==> src/rtl/conf_reg_bank_pkg.sv <==
// conf_reg_bank_pkg: shared sizing constants and register index map for the
// flexML configuration register bank.
package conf_reg_bank_pkg;

  localparam int CONF_N_REGS = 16;
  localparam int CONF_DATA_W = 32;
  localparam int CONF_ADDR_W = 32;
  localparam int CONF_CNT_W  = 16;

  // Register index map used by the datapath
  localparam int CONF_IDX_MEM_PTR_FC     = 0;
  localparam int CONF_IDX_FIRST_FC_LOG   = 1;
  localparam int CONF_IDX_FRAME_BY_FRAME = 2;

endpackage

==> src/rtl/conf_reg_word.sv <==
// conf_reg_word: one shadow/active register pair.
//   clk, reset  : clock, asynchronous active-low reset
//   wr_en       : byte-enabled write into the shadow word
//   wr_data     : write data
//   wr_be       : byte enables, bit k gates byte k
//   commit      : load active <= shadow (value before any same-cycle write)
//   shadow      : current shadow contents
//   active      : current active contents
//   par_bad     : (CONF_PARITY_EN only) active word disagrees with its stored parity
// Optional feature macro: CONF_PARITY_EN
module conf_reg_word
  import conf_reg_bank_pkg::*;
#(
  parameter int DATA_W = CONF_DATA_W
) (
  input  logic                clk,
  input  logic                reset,
  input  logic                wr_en,
  input  logic [DATA_W-1:0]   wr_data,
  input  logic [DATA_W/8-1:0] wr_be,
  input  logic                commit,
  output logic [DATA_W-1:0]   shadow,
  output logic [DATA_W-1:0]   active
`ifdef CONF_PARITY_EN
  ,
  output logic                par_bad
`endif
);

  logic [DATA_W-1:0] merged;

  always_comb begin
    merged = shadow;
    for (int unsigned k = 0; k < DATA_W/8; k++) begin
      if (wr_be[k]) merged[k*8 +: 8] = wr_data[k*8 +: 8];
    end
  end

  always_ff @(posedge clk or negedge reset) begin
    if (!reset) begin
      shadow <= '0;
      active <= '0;
    end else begin
      if (wr_en)  shadow <= merged;
      if (commit) active <= shadow;
    end
  end

`ifdef CONF_PARITY_EN
  // Even parity: stored bit makes the total count of ones in {active, par_bit} even.
  logic par_bit;

  always_ff @(posedge clk or negedge reset) begin
    if (!reset)      par_bit <= 1'b0;
    else if (commit) par_bit <= ^shadow;
  end

  assign par_bad = (^active) ^ par_bit;
`endif

endmodule

==> src/rtl/conf_reg_bank.sv <==
// conf_reg_bank: double-buffered configuration register bank.
// Host writes land in the shadow bank; commit_req copies shadow to the active
// bank seen by the datapath.
//   clk, reset    : clock, asynchronous active-low reset
//   wr_*_ext      : host write strobe / word index / data / byte enables
//   rd_*_ext      : host read strobe / word index, read data and valid (1 cycle later)
//   commit_req    : copy shadow -> active
//   clr_err       : clear sticky error flags
//   conf_active   : active bank, reg i at [i*DATA_W +: DATA_W]
//   dirty         : an in-range write happened since the last commit
//   commit_cnt    : commit counter, wraps
//   addr_err      : sticky out-of-range access flag
//   par_err       : sticky parity error (tied 0 unless CONF_PARITY_EN)
// Optional feature macro: CONF_PARITY_EN
module conf_reg_bank
  import conf_reg_bank_pkg::*;
#(
  parameter int N_REGS = CONF_N_REGS,
  parameter int DATA_W = CONF_DATA_W,
  parameter int ADDR_W = CONF_ADDR_W
) (
  input  logic                     clk,
  input  logic                     reset,
  input  logic                     wr_en_ext,
  input  logic [ADDR_W-1:0]        wr_addr_ext,
  input  logic [DATA_W-1:0]        wr_data_ext,
  input  logic [DATA_W/8-1:0]      wr_be_ext,
  input  logic                     rd_en_ext,
  input  logic [ADDR_W-1:0]        rd_addr_ext,
  output logic [DATA_W-1:0]        rd_data_ext,
  output logic                     rd_valid_ext,
  input  logic                     commit_req,
  input  logic                     clr_err,
  output logic [N_REGS*DATA_W-1:0] conf_active,
  output logic                     dirty,
  output logic [CONF_CNT_W-1:0]    commit_cnt,
  output logic                     addr_err,
  output logic                     par_err
);

  logic [DATA_W-1:0] shadow [N_REGS];
  logic [DATA_W-1:0] active [N_REGS];
  logic [DATA_W-1:0] rd_mux;
  logic              wr_hit;
  logic              rd_hit;
  logic              new_err;

  // Full-width compare: any nonzero upper bit is out of range.
  assign wr_hit  = wr_addr_ext < ADDR_W'(N_REGS);
  assign rd_hit  = rd_addr_ext < ADDR_W'(N_REGS);
  assign new_err = (wr_en_ext && !wr_hit) || (rd_en_ext && !rd_hit);

`ifdef CONF_PARITY_EN
  logic [N_REGS-1:0] par_bad;
`endif

  for (genvar i = 0; i < N_REGS; i++) begin : g_word
    conf_reg_word #(
      .DATA_W(DATA_W)
    ) u_word (
      .clk     (clk),
      .reset   (reset),
      .wr_en   (wr_en_ext && (wr_addr_ext == ADDR_W'(i))),
      .wr_data (wr_data_ext),
      .wr_be   (wr_be_ext),
      .commit  (commit_req),
      .shadow  (shadow[i]),
      .active  (active[i])
`ifdef CONF_PARITY_EN
      ,
      .par_bad (par_bad[i])
`endif
    );
    assign conf_active[i*DATA_W +: DATA_W] = active[i];
  end

  // Out-of-range reads fall through to zero.
  always_comb begin
    rd_mux = '0;
    for (int unsigned i = 0; i < N_REGS; i++) begin
      if (rd_addr_ext == ADDR_W'(i)) rd_mux = shadow[i];
    end
  end

  always_ff @(posedge clk or negedge reset) begin
    if (!reset) begin
      rd_data_ext  <= '0;
      rd_valid_ext <= 1'b0;
    end else begin
      rd_valid_ext <= rd_en_ext;
      if (rd_en_ext) rd_data_ext <= rd_mux;
    end
  end

  // A write accepted alongside a commit belongs to the next frame, so dirty stays set.
  always_ff @(posedge clk or negedge reset) begin
    if (!reset) begin
      dirty      <= 1'b0;
      commit_cnt <= '0;
    end else begin
      if (wr_en_ext && wr_hit) dirty <= 1'b1;
      else if (commit_req)     dirty <= 1'b0;
      if (commit_req) commit_cnt <= commit_cnt + 1'b1;
    end
  end

  always_ff @(posedge clk or negedge reset) begin
    if (!reset)       addr_err <= 1'b0;
    else if (new_err) addr_err <= 1'b1;
    else if (clr_err) addr_err <= 1'b0;
  end

`ifdef CONF_PARITY_EN
  always_ff @(posedge clk or negedge reset) begin
    if (!reset)         par_err <= 1'b0;
    else if (|par_bad)  par_err <= 1'b1;
    else if (clr_err)   par_err <= 1'b0;
  end
`else
  assign par_err = 1'b0;
`endif

endmodule
==> config.mk <==
export PLATFORM = sky130hd
export DESIGN_NAME = conf_reg_bank
export DESIGN_NICKNAME = d
export VERILOG_FILES = /design/src/rtl/conf_reg_bank_pkg.sv /design/src/rtl/conf_reg_word.sv /design/src/rtl/conf_reg_bank.sv
export SDC_FILE = /design/constraint.sdc
export NUM_CORES = 1
export LEC_CHECK = 0
export CORE_MARGIN = 4
export CORE_UTILIZATION = 49
export DETAILED_ROUTE_END_ITERATION = 6
export PLACE_DENSITY_LB_ADDON = 0.3
export SYNTH_ARGS = -nofsm -noshare
export SYNTH_HDL_FRONTEND = slang
export SYNTH_SLANG_ARGS = --single-unit
==> constraint.sdc <==
create_clock -name clk -period 1.6 [get_ports clk]
set_input_delay 0.48 -clock clk [delete_from_list [all_inputs] [get_ports clk]]
set_output_delay 0.48 -clock clk [all_outputs]
set_load 0.02 [all_outputs]
==> impl_metrics.tcl <==
set metrics [dict create \
    outcome "complete, but fails checks" \
    violations "setup timing" \
    synthMuxAreaShare 0.273 \
    routed_via_density 5.93 \
    die_h_um 309 \
    post-layout-total-power_mw 60.2 \
    dominantRegCellSynth "sky130_fd_sc_hd__dfrtp_1" \
    r2r-start "g_word[0].u_word.shadow[24]$_DFFE_PN0P_" \
    path_clk_slew_ps 60 \
    grt_antenna_before_repair 3 \
    critPathKind "in2reg" \
    tritoncts "yes" \
    crit-reg2reg-capture "rd_data_ext[24]$_DFFE_PN0P_" \
    area_delta_synth_final_pct 53.7 \
    dpl_worst_slack_ps -1760 \
    worstPathMaxFanout 8 \
    clock-sinks 1075 \
    fp.dieArea_um2 95600 \
    grt-ovfl-total 0 \
    synth-xor-area-share 0.00295 \
    max_freq_mhz 460 \
    finalCritPeriodShare 1.36 \
    timing.reg2reg.setup_slack_ps -540 \
    layout_setup_ws_ps -573 \
    max_slew.worst_pin.slew_ps 732 \
    vdd_drop_max_v 0.000774 \
    detailed_place.area_um2 59600 \
    layout.cells.most_common "sky130_fd_sc_hd__dfrtp_1" \
    setup_viol 1109 \
    routed_wl_um 174000 \
    worstHoldStart "commit_req" \
    synth_sequential_area_ratio 0.605 \
    port_buffers 668 \
    final_layout_size_suffix_gt1_frac 0.649 \
    grt_pass1_wl_um 249000 \
    grt_max_degree 94 \
    routed_wire_length_per_instance_um 29.4 \
    synthAdderAreaFrac 0.000281 \
    top_level_ports 670 \
    std_cell_rows 110 \
    clock_latency_ps 690 \
    grt_setup_unrepaired "yes" \
    detailedRoute.firstIterationViolations 3209 \
    syn_inst 3106 \
    cts.root.buffer_cell "sky130_fd_sc_hd__clkbuf_16" \
    dr.max_layer_used "met5" \
    finish.net_count 4745 \
    post-dp-hpwl_um 125000 \
    maxCapViolCount 0 \
    hp-class "in2reg" \
    die_w_um 309 \
    syn_area_um2 44500 \
    synth-async-reset-ratio 1.00 \
    vias 35000 \
    whs_endpoint "commit_cnt[0]$_DFFE_PN0P_" \
    grt.total_usage 0.355 \
    critical_path_required_ps 2160 \
    compound_gate_fraction_of_synth_area 0.0616 \
    route.layer.met1.wl_um 68000 \
    slew_headroom 0.510 \
    final-max-slew-violation-count 0 \
    synth-seq-cells 1075 \
    wl_met3_um 14900 \
    initial_utilization 0.494 \
    mostFrequentLayoutCells "sky130_fd_sc_hd__dfrtp_1, sky130_fd_sc_hd__mux2_2, sky130_fd_sc_hd__buf_4" \
    design_area_um2 68300 \
    cts_buffers 110 \
    h_tree_depth 3 \
    gpl.final_weighted_congestion 0.908 \
    synth_simple_gate_area_frac 0.0398 \
    largest_buffer_count_on_any_clock_path 3 \
    setup.worst_path.start_class "input port" \
    holdPathStages 2 \
    grt_pass1_vias 36300 \
    finalClockSkew_ps 21.8 \
    power.density_cell_area_nw_per_um2 881 \
    avgSynthCellArea_um2 14.3 \
    largest_family_of_logic_cells_by_synthesized_area "multiplexers" \
    rr_worst_depth 7 \
    synthesis.nets 3213 \
    netlist-cell-type-count 79 \
    coreArea_um2 90000 \
    final_antenna_net_count 0 \
    crit_path_end_kind "flip-flop" \
    critical_path_arrival_ps 2740 \
    first_pass_iters 6 \
    synth_warnings 0 \
    dr_wl_met2_um 81500 \
    time_the_worst_path_needs_with_i_o_delays_and_setup_ps 2170 \
    hold_violations 0 \
    drc 0 \
    count_of_flip_flops_with_a_built_in_enable_after_synthesis 0 \
    power.static_leakage_nw 34.6 \
]
[repair_timing]
item | CTS | global route
endpoints found under the hold margin | 207 | 0
hold buffers | 1 | 0
pin swaps | 123 | 54
buffers inserted | 238 | 56
resized for setup | 3609 | 134
gates cloned | 5 | 0
setup endpoints to repair | 1109 | 1112
[registers in the layout, summed over array words and instances (netlist names)]
register / count
g_word.u_word.active: 512
g_word.u_word.shadow: 512
rd_data_ext: 32
commit_cnt: 16
addr_err: 1
dirty: 1
rd_valid_ext: 1
[cells by family after synthesis]
family / after synthesis
multiplexers: 1075
flip-flops: 1075
AO/OA/AOI/OAI: 394
AND/OR/NAND/NOR: 349
buffers and inverters: 196
XOR/XNOR: 15
adder cells (fa/ha/maj): 1
other: 1
[worst max-delay path: stages]
cell                       delay [ps]
sky130_fd_sc_hd__buf_2            110
sky130_fd_sc_hd__nor4_4           250
sky130_fd_sc_hd__nand4_1          190
sky130_fd_sc_hd__nor3_2           200
sky130_fd_sc_hd__buf_4            180
sky130_fd_sc_hd__buf_6            120
sky130_fd_sc_hd__nand3b_1         110
sky130_fd_sc_hd__buf_6            170
sky130_fd_sc_hd__nor3_4           170
sky130_fd_sc_hd__buf_6            200
sky130_fd_sc_hd__buf_12           120
sky130_fd_sc_hd__nand2_8           80
sky130_fd_sc_hd__mux2_4           330
[layout make-up]
type	count	area [um^2]
inverters	10	37.5
diodes	3	7.51
clock inverters	46	719
fillers	5347	21700
flip-flops and latches	1075	26900
multi-input cells	1835	19100
well taps	1176	1470
repair buffers	1606	16700
clock buffers	161	3300
[metal layers]
layer,global-route usage,vias to the layer above
met4,0.159,2
met1,0.467,18200
met3,0.0836,438
li1,-,14500
met5,0,-
met2,0.567,1888
[synth_stat cells (14+ instances only)]
library cell                  n  area share
sky130_fd_sc_hd__dfrtp_1   1075        0.60
sky130_fd_sc_hd__mux2_2    1032        0.26
sky130_fd_sc_hd__clkbuf_1   150       0.013
sky130_fd_sc_hd__nand2_1    109      0.0092
sky130_fd_sc_hd__a21oi_1     85      0.0096
sky130_fd_sc_hd__nor2_1      78      0.0066
sky130_fd_sc_hd__o21ai_0     60      0.0068
sky130_fd_sc_hd__a22oi_1     38      0.0064
sky130_fd_sc_hd__nand3_1     38      0.0043
sky130_fd_sc_hd__mux2i_1     27      0.0061
sky130_fd_sc_hd__buf_2       25      0.0028
sky130_fd_sc_hd__o22ai_1     25      0.0035
sky130_fd_sc_hd__a221oi_1    20      0.0039
sky130_fd_sc_hd__a211oi_1    18      0.0030
sky130_fd_sc_hd__a222oi_1    18      0.0041
sky130_fd_sc_hd__nor3_1      16      0.0018
sky130_fd_sc_hd__nor4_1      16      0.0023
sky130_fd_sc_hd__nand2b_1    14      0.0020
[per-stage QoR]
stage	TNS, ps	instances	hold slack, ps	utilization
2_1_floorplan	-446390	3106	184	-
4_1_cts	-294690	5866	79.0	0.750
5_1_grt	-343750	5911	120	0.759
3_3_place_gp	-774930	5437	455	0.662
6_report	-297650	5912	111	0.759
3_5_place_dp	-786620	5437	470	0.662
[worst max path at each step]
stage	to	startpoint	slack, ps
3_5_place_dp	rd_data_ext[16]$_DFFE_PN0P_	rd_addr_ext[31]	-1760
6_report	g_word[2].u_word.shadow[17]$_DFFE_PN0P_	wr_addr_ext[26]	-570
3_3_place_gp	rd_data_ext[16]$_DFFE_PN0P_	rd_addr_ext[31]	-1760
4_1_cts	g_word[0].u_word.shadow[9]$_DFFE_PN0P_	wr_addr_ext[10]	-570
5_1_grt	g_word[2].u_word.shadow[17]$_DFFE_PN0P_	wr_addr_ext[24]	-640
2_1_floorplan	g_word[4].u_word.shadow[0]$_DFFE_PN0P_	wr_addr_ext[29]	-850
[report_power, final]
group / switching, mW / internal [mW]
sequential: 0.133 / 27.3
clock: 11.1 / 17.2
combinational: 2.68 / 1.85
total: 13.9 / 46.3
(Power assumes the default switching activity.)
